### src/rtl/four_bit_minmax_tracker.sv
// four_bit_minmax_tracker: windowed running max/min/rise tracker over a valid/ready sample stream.
// Ports:
//   clk, rst                   clock, synchronous active-high reset
//   in_valid, in_data, in_ready    sample input handshake
//   out_valid, out_ready           result record handshake
//   out_max, out_min               largest / smallest sample in the window
//   out_max_cnt, out_min_cnt       occurrences of out_max / out_min
//   out_rise_cnt                   samples strictly above their predecessor
//   last_gt, last_lt, last_eq      relation of latest sample to its predecessor
module four_bit_minmax_tracker #(
   parameter int WIDTH = 4,
   parameter int WINDOW = 4,
   localparam int CW = $clog2(WINDOW + 1)
) (
   input  logic             clk,
   input  logic             rst,
   input  logic             in_valid,
   input  logic [WIDTH-1:0] in_data,
   output logic             in_ready,
   output logic             out_valid,
   input  logic             out_ready,
   output logic [WIDTH-1:0] out_max,
   output logic [WIDTH-1:0] out_min,
   output logic [CW-1:0]    out_max_cnt,
   output logic [CW-1:0]    out_min_cnt,
   output logic [CW-1:0]    out_rise_cnt,
   output logic             last_gt,
   output logic             last_lt,
   output logic             last_eq
);
   typedef enum logic {COLLECT, HOLD} state_t;
   state_t state, state_n;
   logic [CW-1:0] cnt;
   logic [WIDTH-1:0] prev;
   logic accept, first, last;
   assign in_ready = (state == COLLECT);
   assign out_valid = (state == HOLD);
   assign accept = in_valid && in_ready;
   // cnt is cleared at window end, so after a deliver the next accept starts a new window
   assign first = (cnt == '0);
   assign last = (cnt == CW'(WINDOW - 1));
   always_ff @(posedge clk) begin
      if (rst) state <= COLLECT;
      else state <= state_n;
   end
   always_comb begin
      state_n = state;
      if (state == COLLECT && accept && last) state_n = HOLD;
      else if (state == HOLD && out_ready) state_n = COLLECT;
   end
   always_ff @(posedge clk) begin
      if (rst) begin
         cnt <= '0;
         prev <= '0;
         out_max <= '0;
         out_min <= '0;
         out_max_cnt <= '0;
         out_min_cnt <= '0;
         out_rise_cnt <= '0;
         last_gt <= 1'b0;
         last_lt <= 1'b0;
         last_eq <= 1'b0;
      end else if (accept) begin
         if (first) begin
            out_max <= in_data;
            out_min <= in_data;
            out_max_cnt <= CW'(1);
            out_min_cnt <= CW'(1);
            out_rise_cnt <= '0;
            last_gt <= 1'b0;
            last_lt <= 1'b0;
            last_eq <= 1'b0;
         end else begin
            if (in_data > out_max) begin
               out_max <= in_data;
               out_max_cnt <= CW'(1);
            end else if (in_data == out_max) out_max_cnt <= out_max_cnt + CW'(1);
            if (in_data < out_min) begin
               out_min <= in_data;
               out_min_cnt <= CW'(1);
            end else if (in_data == out_min) out_min_cnt <= out_min_cnt + CW'(1);
            last_gt <= in_data > prev;
            last_lt <= in_data < prev;
            last_eq <= in_data == prev;
            if (in_data > prev) out_rise_cnt <= out_rise_cnt + CW'(1);
         end
         prev <= in_data;
         cnt <= last ? '0 : cnt + CW'(1);
      end
   end
endmodule

### config.mk
export PLATFORM = sky130hd
export DESIGN_NAME = four_bit_minmax_tracker
export DESIGN_NICKNAME = d
export VERILOG_FILES = /design/src/rtl/four_bit_minmax_tracker.sv
export SDC_FILE = /design/constraint.sdc
export NUM_CORES = 1
export LEC_CHECK = 0
export BUFFER_PORTS_ARGS = -buffer_cell sky130_fd_sc_hd__buf_4
export CAP_MARGIN = 15
export CELL_PAD_IN_SITES_DETAIL_PLACEMENT = 0
export CELL_PAD_IN_SITES_GLOBAL_PLACEMENT = 1
export CORE_MARGIN = 3
export CORE_UTILIZATION = 40
export DETAILED_ROUTE_END_ITERATION = 12
export HOLD_SLACK_MARGIN = 0.12
export PLACE_DENSITY_LB_ADDON = 0.1
export RECOVER_POWER = 100
export SETUP_SLACK_MARGIN = 0.3
export SYNTH_ARGS = -nofsm -noshare
export SYNTH_HDL_FRONTEND = slang
export SYNTH_SLANG_ARGS = --single-unit
### constraint.sdc
create_clock -name clk -period 2.1 [get_ports clk]
set_clock_uncertainty 0.2 [all_clocks]
set_input_delay 0.315 -clock clk [delete_from_list [all_inputs] [get_ports clk]]
set_output_delay 0.315 -clock clk [all_outputs]
set_load 0.01 [all_outputs]
==> Yosys cells after proc, flatten, opt, wreduce, memory -nomap -nowiden <==
Cells that the tools add are included.
{ "word_totals": {"regBits": 28, "latchBits": 0, "ramBits": 0, "romBits": 0, "input_bits": 8, "output_inout_bits": 22, "elab_cells": 58, "n_memories": 0} }
{ "classes": {"n_addsub": 4, "n_mul": 0, "div_mod_pow": 0, "magnitude_cmp": 4, "eq_ne": 4, "shift": 0, "muxes": 18, "bitwise_logic": 1, "n_reduce_logical": 16} }
{ "ops": {"columns": ["operator", "n"], "rows": [
  ["3-bit two-way mux", 9],
  ["4-bit two-way mux", 4],
  ["3-bit by 1-bit adder with 3-bit output (second input constant)", 4],
  ["4-bit == test", 3],
  ["2-bit AND reduction", 5],
  ["4-bit greater-than comparator", 2],
  ["4-bit < comparator", 2],
  ["2-bit nonzero test", 4],
  ["3-bit nonzero test", 2],
  ["1-bit two-way mux", 5],
  ["1-bit logical AND", 4],
  ["3-bit by 2-bit == test with 1-bit output (second input constant)", 1],
  ["3-bit logical NOT", 1],
  ["1-bit NOT", 1]
]} }

==> Logic depth before layout (Yosys ltp) <==
Gate-level depths: netlist (run 1).
{ "logic_depth": {"word_depth": 5, "mapped_depth": 7, "mapped_depth_nobuf": 7} }

==> Least setup slack after synthesis (run 1) <==
Ideal clock, no wire load.
{ "synth_path": {"path_type": "register -> register", "startpoint": "reg out_max[1]", "endpoint": "reg out_max_cnt[1]", "setup_ps": 67, "arrival_ps": 1659, "t_required_ps": 1833, "setup_slack_ps": 174, "stages_incl_launch_ff": 8, "n_path_buf": 0, "period_less_slack_ps": 1926, "cell_sequence": "dfxtp_1 > inv_1 > ha_1 > nor2b_1 > o211ai_2 > a31oi_4 > or3b_1 > a21oi_2"} }
{ "synth_between": {"elab_chain_len": 3, "word_cells_on_any_way": 6, "classes_between": "1 x order compare; 1 x eq/ne; 2 x mux; 2 x reduce/logical"} }
{ "synth_rtl": {"columns": ["element", "line_no", "text"], "rows": [
  ["start, declared", "22", "output logic [WIDTH-1:0] out_max,"],
  ["start signal, assigned", "65", "out_max <= in_data;"],
  ["start signal, assigned", "75", "out_max <= in_data;"],
  ["4-bit greater-than comparator or 4-bit == test (tied branches)", "74, 77", null],
  ["3-bit nonzero test (no source line) or 3-bit two-way mux (tied branches)", null, null],
  ["2-bit AND reduction (no source line) or 3-bit two-way mux (tied branches)", null, null],
  ["end signal, assigned", "77", "end else if (in_data == out_max) out_max_cnt <= out_max_cnt + CW'(1);"],
  ["end, declared", "24", "output logic [CW-1:0] out_max_cnt,"]
]} }
Several ways; a longest one is shown, not always the timed one.
A chain may end at the register's enable or synchronous reset.

==> Final worst setup path (run 1) <==
{ "layout_path": {"startpoint": "reg out_max[3]", "endpoint": "reg out_max_cnt[1]"} }
The elaborated chain is that of the path after synthesis.

==> results of run 1 <==
## final timing paths
kind,slack (ns),end,cells past startpoint,from
min,0.14,out_valid,3,out_ready
min reg2reg,0.26,prev[3],2,prev[3]
max reg2reg,0.16,out_max_cnt[1],7,out_max[3]
max,0.16,out_max_cnt[1],7,out_max[3]
## sequential cells by signal, indices dropped and copies added (netlist names)
name / count
out_rise_cnt: 3
last_eq: 1
out_min: 4
out_max_cnt: 3
last_gt: 1
out_min_cnt: 3
out_max: 4
cnt: 3
out_valid: 1
prev: 4
last_lt: 1
## metal layers
metal  global-route usage [%]  up-vias  part of all wire [%]
met1                     21.5      572                    50
met2                     25.4       30                    44
met3                     4.22        2                   5.3
met5                        0        -                     0
met4                     3.81        0                  0.81
li1                         -      657                     -
## layout by cell type, fill, tap and decap left out, types with 3 or more instances in the layout
master and count:
mux2i_1 9, dfxtp_1 27, clkbuf_8 4, a21oi_2 3, nor3_1 4, nand3b_1 3, buf_4 27, inv_1 9
nor2_1 19, ha_4 7, nor2b_4 3, buf_6 4, clkbuf_1 18, inv_2 6, a21oi_1 9, ha_1 9
nand2_1 10
## layout make-up
type,count,area (µm²)
fillers,331,1390
clock buffers,4,55.1
flip-flops and latches,28,562
well taps,46,57.6
repair buffers,51,333
multi-input cells,113,990
inverters,15,56.3
## worst reg2reg max path: stages (launching register included)
cell     delay (ns)
dfxtp_1        0.37
inv_2          0.06
ha_4           0.27
nand4_1        0.15
o21ai_2        0.21
a31oi_4        0.09
or3b_4         0.41
a21oi_2        0.12
## cells by family (layout without fill, tap and decap cells)
family | after synthesis | count (layout) | synth area share [%]
and+or+nand+nor | 55 | 55 | 18.8
DFF | 28 | 28 | 38.3
adders and majority gates | 17 | 17 | 14.5
AOI/OAI and AO/OA | 30 | 30 | 15.7
xor gates and xnor gates | 2 | 2 | 1.20
buffers and inverters | 20 | 70 | 5.38
muxes | 9 | 9 | 6.15
## timing repair
action,CTS,global route
hold endpoints to repair,3,0
pin swaps,12,22
hold buffers,1,0
gates resized for setup,11,21
setup buffers,12,6
endpoints found under the setup margin,16,17
## power by group
part           internal, W  switching [W]  total (W)
logic             0.000169       0.000167   0.000336
registers         0.000557      0.0000183   0.000575
clock network     0.000168       0.000159   0.000327
total             0.000894       0.000345    0.00124
## metrics by stage
stage / setup WS, ns / area, µm² / util, %
after floorplan: 0.241 / 1530 / -
after global placement: 0.107 / 1800 / 52.3
final: 0.164 / 2050 / 59.7
after detailed placement: 0.0630 / 1800 / 52.3
after CTS: 0.210 / 2010 / 58.3
after global routing: 0.0692 / 2050 / 59.7
==> impl_metrics.py, run 1 <==
metrics = {
    "timing": {
        "post-route-period-util_pct": 92.2,
        "tightest_slew_ns": 0.486,
        "setup-violations-final": 0,
        "fmax_mhz": 517,
        "fin_tns_setup_ns": 0,
        "hold_violations": 0,
        "rsz0062_at_grt": "true",
        "max_slew_margin_pct": 67.6,
        "slew_violations": 0,
        "final.min_clock_period_ns": 1.94,
        "hold_ws_ns": 0.136,
    },
    "finish": {
        "layout-drive-gt1-share_pct": 34.1,
        "antenna_cells": 0,
        "syn_to_final_growth_pct": 40.1,
        "fin_cells": 257,
        "fin_nets": 237,
    },
    "clocking": {
        "h-tree-depth": 1,
        "root_buffer": "clkbuf_8",
        "cts.clk_slew.worst_paths_ns": 0.09,
        "clkLatencyLatePin_ns": 0.27,
        "cts_tree": "built",
        "clock-sinks": 28,
        "numCtsBuffers": 3,
        "clockBufferDepth": 2,
    },
    "floorplanning": {
        "start_util_pct": 42.6,
        "io_pins": 30,
        "die_h_um": 66.5,
        "die_w_um": 66.5,
        "core-area_mm2": 0.00344,
        "dieArea_mm2": 0.00442,
        "fp-row-count": 21,
    },
    "synth": {
        "synth_nets": 186,
        "yosysWarnings": 0,
        "syn_area_mm2": 0.00147,
        "synth_most_common_cell": "dfxtp_1",
        "syn_inst": 161,
        "avgSynthCellArea_um2": 9.10,
        "ys.flop_type": "dfxtp_1",
        "synthArstFlopShare_pct": 0,
        "synth-seq-cells": 28,
        "synth_edf_count": 0,
        "synthTopCellsByCount": "28 x dfxtp_1, 21 x nor2_1, 17 x ha_1",
        "synth.area.top_cells": "dfxtp_1 38%, ha_1 15%, mux2i_1 6.1%",
        "synth_cell_types": 37,
        "yosysTopAreaCellShare_pct": 38.3,
        "yosysTopAreaCell": "dfxtp_1",
        "synth_seq_area_share_pct": 38.3,
    },
    "global_route": {
        "grtUsageTotal_pct": 16.0,
        "grt_pass1_wl_um": 5420,
        "grt_overflow": 0,
        "antenna_found_initial": 0,
        "grt_pass1_vias": 1160,
        "grt_start_max_net_pins": 29,
    },
    "pwr": {
        "powerDensity_mw_per_mm2": 603,
        "p_leak_nw": 0.853,
        "vdd_ir_drop_max_uv": 499,
        "power_w": 0.00124,
    },
    "setup_path": {
        "worst_setup_path_start_kind": "register",
        "critPathArrivalTime_ns": 1.95,
        "cp_slowest_cell": "or3b_4",
        "crit_chain": "inv_2 > ha_4 > nand4_1 > o21ai_2 > a31oi_4 > or3b_4 > a21oi_2",
        "crit_path_max_incr_delay_ns": 0.41,
        "critPathRequiredTime_ns": 2.11,
        "worst-path-buf-inv": 1,
        "worst_setup_path_end_kind": "register",
        "path_max_fanout": 7,
        "crit_type": "register to register",
        "crit_family": "simple AND/OR/NAND/NOR gates",
    },
    "placed_design": {
        "dpl.hpwl_um": 2290,
        "port_buffers": 29,
        "placed_cells": 234,
        "place_congestion": 0.743,
    },
    "routing": {
        "drt_first_iter_violations": 24,
        "route.detailed.drc": 0,
        "vias": 1261,
        "wirelength_um": 3340,
        "wl_per_cell_um": 13.0,
        "first_pass_iters": 4,
        "vias_per_cell": 4.91,
        "detail-route-antenna-nets": 0,
    },
    "flow_run": {
        "maxCapViolCount": 0,
    },
    "worst_hold_path": {
        "min_path_type": "input pin to register",
    },
    "run_status": {
        "status": "completed",
    },
}
No activity file was read; power rests on OpenSTA's default activity.
==> run 2, diff against run 1 <==
ABC_CLOCK_PERIOD_IN_PS = 2100   (was unset)
CELL_PAD_IN_SITES_DETAIL_PLACEMENT = 1   (was 0)
==> run 2 against run 1 <==
  * Wire length rose by 49%
  * Total power rose by 12%
  * Die area did not move
  * Critical path depth did not move
  * Clock-buffer cell count fell by 1
  * Worst hold slack got worse by 0.023 ns
  * Critical path type unchanged
  * Largest power group unchanged
==> impl_metrics.py, run 2 (synthesized netlist as in run 1, its figures left out) <==
metrics = {
    "setup_path": {
        "r2r.worst_path.cells": 7,
        "critPathArrivalTime_ns": 1.98,
        "r2r_start": "out_min[3]",
        "worst_setup_path_end_kind": "register",
        "critPathRequiredTime_ns": 2.06,
        "rr_endpoint": "out_min[3]",
        "crit_type": "register to register",
        "worst-path-buf-inv": 1,
        "crit_chain": "inv_2 > ha_4 > and3_4 > a221oi_4 > o21ai_4 > mux2i_1 > nor2_1",
        "worst_setup_path_start_kind": "register",
        "path_max_fanout": 6,
        "crit_path_max_incr_delay_ns": 0.39,
        "crit_family": "compound AO/OA/AOI/OAI gates",
        "worst-path-stages": 7,
        "cp_slowest_cell": "a221oi_4",
        "rrSetupSlack_ns": 0.08,
    },
    "timing": {
        "tightest_slew_ns": 0.513,
        "hold_violations": 0,
        "max_slew_margin_pct": 65.8,
        "post-route-period-util_pct": 96.3,
        "fmax_mhz": 494,
        "fin_tns_setup_ns": 0,
        "rsz0062_at_grt": "true",
        "final.min_clock_period_ns": 2.02,
        "slew_violations": 0,
        "setup-violations-final": 0,
    },
    "clocking": {
        "h-tree-depth": 1,
        "clkLatencyLatePin_ns": 0.27,
        "numCtsBuffers": 3,
        "clock-sinks": 28,
        "root_buffer": "clkbuf_8",
        "cts_tree": "built",
        "clockBufferDepth": 2,
        "cts.clk_slew.worst_paths_ns": 0.10,
    },
    "floorplanning": {
        "core-area_mm2": 0.00344,
        "fp-row-count": 21,
        "die_h_um": 66.5,
        "dieArea_mm2": 0.00442,
        "start_util_pct": 42.6,
        "io_pins": 30,
        "die_w_um": 66.5,
    },
    "routing": {
        "vias_per_cell": 5.36,
        "vias": 1377,
        "drt_first_iter_violations": 84,
        "detail-route-antenna-nets": 0,
        "wl_per_cell_um": 19.4,
        "first_pass_iters": 4,
        "wirelength_um": 4980,
        "route.detailed.drc": 0,
    },
    "finish": {
        "layout_commonest_cell": "buf_4",
        "layout-drive-gt1-share_pct": 35.5,
        "syn_to_final_growth_pct": 42.3,
        "antenna_cells": 0,
        "fin_nets": 237,
        "fill_cells": 409,
        "top_regs": "out_max x4, out_min x4, prev x4",
        "final_cell_mix": "31 x buf_4, 27 x dfxtp_1, 19 x nor2_1",
    },
    "pwr": {
        "power_frac_seq_pct": 41.8,
        "vdd_ir_drop_max_uv": 335,
        "powerDensity_mw_per_mm2": 664,
        "p_clk_share_pct": 30.8,
        "p_leak_nw": 0.859,
        "power_w": 0.00138,
        "swShare_pct": 28.4,
        "intPower_w": 0.000990,
        "p_switching_w": 0.000393,
        "comb_power_share_pct": 27.4,
    },
    "worst_hold_path": {
        "hold-path-endpoint": "prev[0]",
        "min_path_cells": 3,
        "hold_path_startpoint": "in_data[0]",
        "min_path_type": "input pin to register",
    },
    "global_route": {
        "grt_overflow": 0,
        "antenna_found_initial": 0,
        "grt_start_max_net_pins": 29,
        "grt_pass1_vias": 1463,
        "grtUsageTotal_pct": 21.7,
        "grt_pass1_wl_um": 7290,
    },
    "placed_design": {
        "port_buffers": 29,
        "place_congestion": 0.743,
        "dpl.hpwl_um": 2690,
    },
    "flow_run": {
        "maxCapViolCount": 0,
    },
    "run_status": {
        "status": "completed",
    },
}
==> run 2: cell count changes in the layout (fill, tap and decap cells not counted), moves of 2 or more <==
| cell | before | now |
|---|---|---|
| buf_4 | 27 | 31 |
| buf_6 | 4 | 1 |
| inv_1 | 9 | 7 |
| inv_2 | 6 | 8 |
==> run 2: tightest hold or removal path: cells and delay by family <==
family,cells,cell delay (ns)
buffers and inverters,1,0.13
and+or+nand+nor,1,0.05
AOI/OAI and AO/OA,1,0.05
==> run 2: stage by stage <==
step | hold slack, ns | setup slack (ns) | std cells | utilization [%] | instance area, µm²
after floorplan | 0.236 | 0.241 | 161 | - | 1530
after global placement | 0.245 | 0.107 | 234 | 52.3 | 1800
after detailed placement | 0.262 | 0.00838 | 234 | 52.3 | 1800
after CTS | 0.122 | 0.207 | 252 | 59.7 | 2060
after global routing | 0.118 | 0.0193 | 257 | 60.6 | 2080
final | 0.113 | 0.0768 | 257 | 60.6 | 2080
==> run 2: power by group through the flow <==
stage               clock network, W  logic [W]  registers [W]
CTS                         0.000442   0.000330       0.000578
floorplan                          0   0.000171       0.000597
finish                      0.000427   0.000378       0.000578
detailed placement                 0   0.000268       0.000592
global placement                   0   0.000255       0.000589
global route                0.000471   0.000405       0.000583
==> run 2: timing repair <==
item,CTS,global route
pin swaps,16,26
hold endpoints to repair,1,0
resized for setup,16,17
buffers inserted,13,5
endpoints found under the setup margin,16,18
hold buffers,1,0
==> run 2: layout make-up <==
type	instances	area [µm²]	share of cell area, %
clock buffer	3	41.3	1.98
clock inverter	1	30.0	1.44
inverter	15	56.3	2.70
multi-input combinational	113	1020	48.7
sequential	28	562	27.0
tap	46	57.6	2.76
timing repair buffer	51	322	15.4
==> run 2: how the worst max path moves through the flow <==
stage,start,to
2_1_floorplan,out_max[1],out_max_cnt[1]
3_3_place_gp,in_data[1],out_max_cnt[1]
5_1_grt,out_max[1],out_max[2]
6_report,out_min[3],out_min[3]
3_5_place_dp,in_data[1],out_max_cnt[1]
4_1_cts,out_max[1],out_max_cnt[1]
==> run 2: metal layers <==
metal	GRT usage, %	routed length, µm	up-vias
li1	-	-	654
met2	40.1	2570	39
met4	6.09	114	0
met5	0	0	-
met3	3.20	159	10
met1	25.6	2140	674
==> run 3, diff against run 2 <==
SETUP_SLACK_MARGIN = unset   (was 0.3)
==> run 3 against run 2 <==
  * Combinational power fell by 33%
  * First-iteration DRC count is 43% lower
  * Design area down 15%
  * Final cell count down 6.6%
  * Clock power is 19% lower
  * Largest cell class unchanged
  * Critical endpoint is now out_min_cnt[0]
  * Critical path depth did not move
  * Via count shrank 9.6%
  * Core utilization fell by 9.2 points
  * Total power is 15% lower
  * Die area unchanged
  * Sequential power is essentially flat
==> impl_metrics.py, run 3 (synthesized netlist as in run 1, its figures left out) <==
metrics = {
    "run_status": {
        "status": "completed",
    },
    "setup_path": {
        "critPathArrivalTime_ns": 2.05,
        "critPathRequiredTime_ns": 2.13,
        "path_max_fanout": 3,
        "crit_type": "register to register",
        "worst_setup_path_end_kind": "register",
        "worst_setup_path_start_kind": "register",
    },
    "placed_design": {
        "preCtsSetupSlack_ns": 0.00198,
        "port_buffers": 29,
        "place_congestion": 0.722,
        "placed_cells": 234,
        "dpl.hpwl_um": 2710,
    },
    "timing": {
        "slew_violations": 0,
        "fmax_mhz": 496,
        "setup-violations-final": 0,
        "setup_slack_ns": 0.0832,
        "post-route-period-util_pct": 96.0,
        "max_slew_margin_pct": 65.4,
        "final.min_clock_period_ns": 2.02,
        "tightest_slew_ns": 0.519,
        "hold_violations": 0,
    },
    "clocking": {
        "clock-sinks": 28,
        "h-tree-depth": 1,
        "cts.clk_slew.worst_paths_ns": 0.10,
        "clkLatencyLatePin_ns": 0.28,
        "cts_tree": "built",
        "numCtsBuffers": 3,
        "postCtsSetupBuffers": 0,
        "root_buffer": "clkbuf_8",
        "clockBufferDepth": 2,
    },
    "pwr": {
        "p_leak_nw": 0.732,
        "powerDensity_mw_per_mm2": 665,
        "vdd_ir_drop_max_uv": 342,
    },
    "routing": {
        "drt_first_iter_violations": 48,
        "detail-route-antenna-nets": 0,
        "route.detailed.drc": 0,
        "wirelength_um": 3590,
        "vias_per_cell": 5.19,
        "first_pass_iters": 3,
        "wl_per_cell_um": 14.9,
        "vias": 1245,
    },
    "finish": {
        "fin_cells": 240,
        "syn_to_final_growth_pct": 20.7,
        "fin_nets": 220,
        "layout-drive-gt1-share_pct": 13.4,
        "ff_latch_area_um2": 562,
        "fill_cells": 424,
        "antenna_cells": 0,
        "final_cell_mix": "27 x dfxtp_1, 22 x clkbuf_1, 21 x nor2_1",
        "top_regs": "out_max x4, out_min x4, prev x4",
        "layout_commonest_cell": "dfxtp_1",
        "multi_input_area_um2": 847,
    },
    "global_route": {
        "grt_pass1_vias": 1339,
        "grt_pass1_wl_um": 6270,
        "grtUsageTotal_pct": 18.5,
        "grt_start_max_net_pins": 29,
        "grt_overflow": 0,
        "antenna_found_initial": 0,
    },
    "floorplanning": {
        "io_pins": 30,
        "die_h_um": 66.5,
        "die_w_um": 66.5,
        "core-area_mm2": 0.00344,
        "start_util_pct": 42.6,
        "dieArea_mm2": 0.00442,
        "fp-row-count": 21,
    },
    "worst_hold_path": {
        "min_path_type": "input pin to register",
    },
    "flow_run": {
        "maxCapViolCount": 0,
    },
}
[run 3: where the power goes]
part	internal, W	switching [W]	total [W]	leakage [nW]
Sequential	0.000557	0.0000208	0.000578	0.229
Combinational	0.000108	0.000146	0.000254	0.474
Clock	0.000168	0.000176	0.000344	0.0288
Total	0.000834	0.000342	0.00118	0.732
[run 3: path summary, 6_finish.rpt]
| check | from | to | slack (ns) | depth (start not counted) |
|---|---|---|---|---|
| min reg2reg | prev[3] | prev[3] | 0.27 | 2 |
| max reg2reg | out_min[3] | out_min_cnt[0] | 0.08 | 7 |
| min | in_data[3] | out_max[3] | 0.13 | 3 |
| max | out_min[3] | out_min_cnt[0] | 0.08 | 7 |
[run 3: what timing repair did]
action | in CTS | in global routing
setup endpoints to repair | 1 | 4
hold buffers | 2 | 0
endpoints found under the hold margin | 4 | 0
pin swaps | 1 | 1
gates resized for setup | 2 | 2
[run 3: routing by layer]
metal / track usage, % / vias to the layer above / part of all wire (%)
li1: - / 620 / -
met1: 23.6 / 600 / 46
met2: 32.7 / 21 / 50
met3: 2.02 / 4 / 3.2
met4: 5.33 / 0 / 1.0
met5: 0 / - / 0
[run 3: critical path, cell delays in order, from the launching register on]
cell	delay, ns
dfxtp_2	0.36
inv_1	0.06
ha_1	0.34
and3_4	0.19
a221oi_4	0.36
nor2_1	0.13
a31oi_1	0.19
o31a_1	0.14
[run 3: final cells by class]
type                       instances  share of cell area, %
tap                               46                   3.26
clock buffer                       4                   3.11
sequential                        28                   31.8
inverter                          15                   3.18
multi-input combinational        113                   47.9
timing repair buffer              34                   10.8
[run 3: through the flow]
stage	power (W)	hold WS, ns	cell area (µm²)	setup TNS (ns)	utilization (%)
floorplan	0.000745	0.236	1470	0	-
global placement	0.000829	0.247	1750	0	50.9
detailed placement	0.000843	0.253	1750	0	50.9
CTS	0.00119	0.132	1830	0	53.3
global route	0.00124	0.141	1770	-0.00206	51.4
finish	0.00118	0.135	1770	0	51.4
